`config.mk`:
```
export PLATFORM = sky130hd
export DESIGN_NAME = spi_master_param
export DESIGN_NICKNAME = d
export VERILOG_FILES = /design/src/rtl/spi_master_param.sv
export SDC_FILE = /design/constraint.sdc
export NUM_CORES = 1
export LEC_CHECK = 0
export CORE_ASPECT_RATIO = 1.25
export CORE_UTILIZATION = 37
export DETAILED_ROUTE_END_ITERATION = 12
export SKIP_CTS_REPAIR_TIMING = 1
export SLEW_MARGIN = 20
export SYNTH_ARGS = -nofsm -noshare
export SYNTH_HDL_FRONTEND = slang
export SYNTH_SLANG_ARGS = --single-unit
```
`constraint.sdc`:
```
create_clock -name clk -period 2.1 [get_ports clk]
set_clock_uncertainty 0.1 [all_clocks]
set_input_delay 0.315 -clock clk [delete_from_list [all_inputs] [get_ports clk]]
set_output_delay 0.315 -clock clk [all_outputs]
set_load 0.05 [all_outputs]
```
`src/rtl/spi_master_param.sv`:
```
// Parametrised full-duplex SPI master: configurable width, divider, CPOL/CPHA
// and bit order. SCLK, MOSI and CS are all registered outputs on clk.
module spi_master_param #(
  parameter int unsigned DATA_W    = 12,
  parameter int unsigned CLK_DIV   = 10,
  parameter bit          CPOL      = 1'b0,
  parameter bit          CPHA      = 1'b0,
  parameter bit          MSB_FIRST = 1'b1
) (
  input  logic              clk,
  input  logic              rst,
  input  logic              start,
  input  logic [DATA_W-1:0] din,
  input  logic              miso,
  output logic              sclk,
  output logic              mosi,
  output logic              cs,
  output logic              busy,
  output logic              done,
  output logic [DATA_W-1:0] dout
);

  localparam int unsigned DIV_W  = (CLK_DIV > 1) ? $clog2(CLK_DIV) : 1;
  localparam int unsigned EDGES  = 2 * DATA_W;
  localparam int unsigned EDGE_W = $clog2(EDGES + 1);

  typedef enum logic [2:0] {
    IDLE  = 3'd0,
    SETUP = 3'd1,
    XFER  = 3'd2,
    HOLD  = 3'd3,
    GAP   = 3'd4
  } state_t;

  state_t              state;
  logic [DIV_W-1:0]    div_cnt;
  logic [EDGE_W-1:0]   edge_cnt;
  logic [DATA_W-1:0]   shreg;
  logic [DATA_W-1:0]   rxreg;

  logic                div_last;
  logic                last_edge;
  logic                leading;
  logic                din_head;
  logic                tx_head;
  logic [DATA_W-1:0]   tx_next;
  logic                tx_next_head;
  logic [DATA_W-1:0]   rx_next;

  // Divider / edge bookkeeping; edge_cnt holds the number of edges already issued
  assign div_last  = (div_cnt == DIV_W'(CLK_DIV - 1));
  assign last_edge = (edge_cnt == EDGE_W'(EDGES - 1));
  assign leading   = ~edge_cnt[0];

  // Bit-order helpers: head is the bit currently on the wire, shift exposes the next one
  assign din_head     = MSB_FIRST ? din[DATA_W-1] : din[0];
  assign tx_head      = MSB_FIRST ? shreg[DATA_W-1] : shreg[0];
  assign tx_next      = MSB_FIRST ? (shreg << 1) : (shreg >> 1);
  assign tx_next_head = MSB_FIRST ? tx_next[DATA_W-1] : tx_next[0];
  assign rx_next      = MSB_FIRST ? ((rxreg << 1) | DATA_W'(miso))
                                  : ((rxreg >> 1) | (DATA_W'(miso) << (DATA_W - 1)));

  // Transfer sequencer with all serial and handshake outputs registered
  always_ff @(posedge clk) begin
    if (rst) begin
      state    <= IDLE;
      div_cnt  <= '0;
      edge_cnt <= '0;
      shreg    <= '0;
      rxreg    <= '0;
      sclk     <= CPOL;
      mosi     <= 1'b0;
      cs       <= 1'b1;
      busy     <= 1'b0;
      done     <= 1'b0;
      dout     <= '0;
    end else begin
      done <= 1'b0;
      case (state)
        IDLE: begin
          cs       <= 1'b1;
          sclk     <= CPOL;
          mosi     <= 1'b0;
          busy     <= 1'b0;
          div_cnt  <= '0;
          edge_cnt <= '0;
          if (start) begin
            shreg <= din;
            rxreg <= '0;
            cs    <= 1'b0;
            busy  <= 1'b1;
            mosi  <= CPHA ? 1'b0 : din_head;
            state <= SETUP;
          end
        end

        SETUP: begin
          if (div_last) begin
            div_cnt <= '0;
            state   <= XFER;
          end else begin
            div_cnt <= div_cnt + DIV_W'(1);
          end
        end

        XFER: begin
          if (div_last) begin
            div_cnt  <= '0;
            edge_cnt <= edge_cnt + EDGE_W'(1);
            sclk     <= ~sclk;
            if (leading) begin
              if (CPHA) begin
                mosi  <= tx_head;
                shreg <= tx_next;
              end else begin
                rxreg <= rx_next;
              end
            end else begin
              if (CPHA) begin
                rxreg <= rx_next;
              end else if (!last_edge) begin
                mosi  <= tx_next_head;
                shreg <= tx_next;
              end
            end
            if (last_edge) begin
              sclk  <= CPOL;
              state <= HOLD;
            end
          end else begin
            div_cnt <= div_cnt + DIV_W'(1);
          end
        end

        HOLD: begin
          if (div_last) begin
            div_cnt <= '0;
            cs      <= 1'b1;
            mosi    <= 1'b0;
            dout    <= rxreg;
            done    <= 1'b1;
            state   <= GAP;
          end else begin
            div_cnt <= div_cnt + DIV_W'(1);
          end
        end

        GAP: begin
          if (div_last) begin
            div_cnt <= '0;
            busy    <= 1'b0;
            state   <= IDLE;
          end else begin
            div_cnt <= div_cnt + DIV_W'(1);
          end
        end

        default: begin
          state <= IDLE;
        end
      endcase
    end
  end

endmodule

```
==> flow_metrics.env <==
export IMPL_initial_core_util_pct=39.1
export IMPL_place_area_um2=2800
export IMPL_synth_top_area_share_pct=45.1
export IMPL_slew_headroom_pct=65.4
export IMPL_postLayoutCoreUtil_pct=49.5
export IMPL_clock_root_buffer="clkbuf_8"
export IMPL_crit_buf_inv=1
export IMPL_synth_seq_area_share_pct=45.1
export IMPL_die_area_um2=6560
export IMPL_critical_path_required_ps=2240
export IMPL_synth_cells=251
export IMPL_hold_viol=0
export IMPL_fin_area_um2=2920
export IMPL_hp_class="reg -> reg"
export IMPL_power_density_nw_per_um2=630
export IMPL_synth_compound_area_share_pct=17.4
export IMPL_port_buffers=32
export IMPL_use_met1_pct=19.2
export IMPL_slowest_delay_ps=470
export IMPL_use_met3_pct=3.91
export IMPL_grt_pass1_vias=1710
export IMPL_grt_use_met2_pct=25.0
export IMPL_power_leakage_uw=0.00116
export IMPL_grt_busiest_layer="met2"
export IMPL_syn2layout_area_growth_pct=26.6
export IMPL_finalNonFillerCells=376
export IMPL_pre_cts_ws_ps=-65.3
export IMPL_endpoint_kind="register"
export IMPL_drc=0
export IMPL_grt_overflow_total=0
export IMPL_synth_top_area_cell="dfxtp_1"
export IMPL_drtPass1Iterations=4
export IMPL_drv_cap=0
export IMPL_synth_flop_cell="dfxtp_1"
export IMPL_synth_common_cells="dfxtp_1 (52), nor2_1 (25), mux2i_1 (23)"
export IMPL_grt_pass1_wl_um=7940
export IMPL_synth_simple_area_share_pct=19.7
export IMPL_synthTopCellsByArea="dfxtp_1 (45%), mux2i_1 (10%), a21oi_1 (4.8%), nand3b_1 (4.2%), nor2_1 (4.1%)"
export IMPL_core_area_um2=5900
export IMPL_rows=31
export IMPL_final_nets=313
export IMPL_critPathMaxFanout=12
export IMPL_syn_cell_area_um2=2310
export IMPL_postRouteAntennaNets=0
export IMPL_cts_tree="built"
export IMPL_worstSetupPathType="reg -> reg"
export IMPL_arrival_ps=2030
export IMPL_tightest_slew_ps=518
export IMPL_crit_family="compound AO/OA/AOI/OAI gates"
export IMPL_yosysWarnings=0
export IMPL_synthXorXnorAreaFrac_pct=1.52
export IMPL_die_x_um=72.6
export IMPL_wl_per_cell_um=12.9
export IMPL_rsz0062_at_grt="no"
export IMPL_place_inst=365
export IMPL_drive_gt1_share_pct=15.0
export IMPL_slowest_stage="o41ai_4"
export IMPL_startpoint_type="register"
export IMPL_synth_top_family_by_area="simple AND/OR/NAND/NOR gates"
export IMPL_min_period_ps=1880
export IMPL_ios=33
export IMPL_finalCritPeriodShare_pct=89.7
export IMPL_finalWorstSetupSlack_ps=215
export IMPL_synth_area_per_cell_um2=9.19
export IMPL_dp_hpwl_um=3230
export IMPL_cts_made_buffers=5
export IMPL_path_cells="ha_1 > and4b_1 > o41ai_4 > buf_6 > o21ai_1 > a21oi_2"
export IMPL_wl_um=4840
export IMPL_die_h_um=90.3
export IMPL_ys_ff_latch=52
export IMPL_place_congestion=0.788
export IMPL_antenna_cells=0
export IMPL_grt_max_degree=32
export IMPL_synthMuxAreaShare_pct=9.98
export IMPL_insertion_delay_ps=300
export IMPL_outcome="complete, no violations"
export IMPL_slew_violations=0
export IMPL_timing_fmax_mhz=531
export IMPL_syn_nets=270
export IMPL_antenna_found_initial=0
export IMPL_synthArstFlopShare_pct=0
export IMPL_num_vias=1861
export IMPL_yosysMostFrequentCell="dfxtp_1"
export IMPL_clk_path_buf_depth=2
export IMPL_synth_distinct_cells=42
export IMPL_setup_viol=0
export IMPL_synthAdderAreaFrac_pct=1.63
export IMPL_cts_sinks=52
export IMPL_clk_pin_slew_worst_paths_ps=90
export IMPL_grtUsageTotal_pct=15.3
export IMPL_dr_first_iter_drc_count=95
export IMPL_via_per_inst=4.95
export IMPL_synth_edf_count=0
export IMPL_vdd_drop_max_mv=0.403
export IMPL_cts_htree_levels=2
[flip-flops by register name, indices dropped and copies added (netlist names)]
| signal | cells |
|---|---|
| dout | 12 |
| edge_cnt | 5 |
| sclk | 1 |
| div_cnt | 4 |
| mosi | 1 |
| busy | 1 |
| shreg | 11 |
| state | 3 |
| cs | 1 |
| done | 1 |
| rxreg | 12 |
[cells by family after synthesis]
group / count (synthesis)
AOI/OAI and AO/OA: 60
xor gates and xnor gates: 4
adders and majority gates: 3
buffers and inverters: 24
DFF: 52
muxes: 23
and+or+nand+nor: 85
[routing by layer]
metal | up-vias | wire length [um]
met1 | 865 | 2210
met5 | - | 0
li1 | 962 | -
met2 | 30 | 2420
met3 | 4 | 161
met4 | 0 | 48
[report_power, final]
group	leakage, uW	switching (uW)	internal [uW]
registers	0.000422	15.0	1020
logic	0.000693	122	101
clock network	0.0000473	325	264
total	0.00116	462	1380
[through the flow]
stage	setup TNS (ps)	hold slack, ps	total power (uW)
3_5_place_dp	-367	352	1270
2_1_floorplan	0	339	1190
3_3_place_gp	-1260	349	1260
5_1_grt	0	394	1930
6_report	0	360	1840
4_1_cts	0	366	1860
[tightest hold or removal path, stage by stage, from the launching register on]
cell and delay (ps):
dfxtp_1 320, nand4_1 60, o21ai_1 50
[area by class of cell]
type | count | area (um^2)
clock inverter | 1 | 8.76
clock buffer | 6 | 82.6
tap | 82 | 103
sequential | 52 | 1040
multi-input combinational | 175 | 1160
inverter | 5 | 18.8
timing repair buffer | 55 | 509
fill | 575 | 2980
[path summary, 6_finish.rpt]
| check | from | to | slack, ps | depth (start not counted) |
|---|---|---|---|---|
| hold / removal | shreg[0]$_SDFFE_PP0P_ | shreg[0]$_SDFFE_PP0P_ | 360 | 2 |
| setup / recovery | edge_cnt[0]$_SDFFE_PP0P_ | shreg[5]$_SDFFE_PP0P_ | 220 | 6 |
| hold reg to reg | shreg[0]$_SDFFE_PP0P_ | shreg[0]$_SDFFE_PP0P_ | 360 | 2 |
| setup reg to reg | edge_cnt[0]$_SDFFE_PP0P_ | shreg[5]$_SDFFE_PP0P_ | 220 | 6 |
[cells in the final DEF (no fill, tap or decap), drive strengths merged, types with 6 or more instances in the layout]
master,instances
clkbuf,6
dfxtp,52
nor3,6
nand3b,13
buf,23
mux2i,23
clkdlybuf4s50,32
o21ai,13
nor2,25
a21oi,32
nand2,21
(Power assumes the default switching activity.)
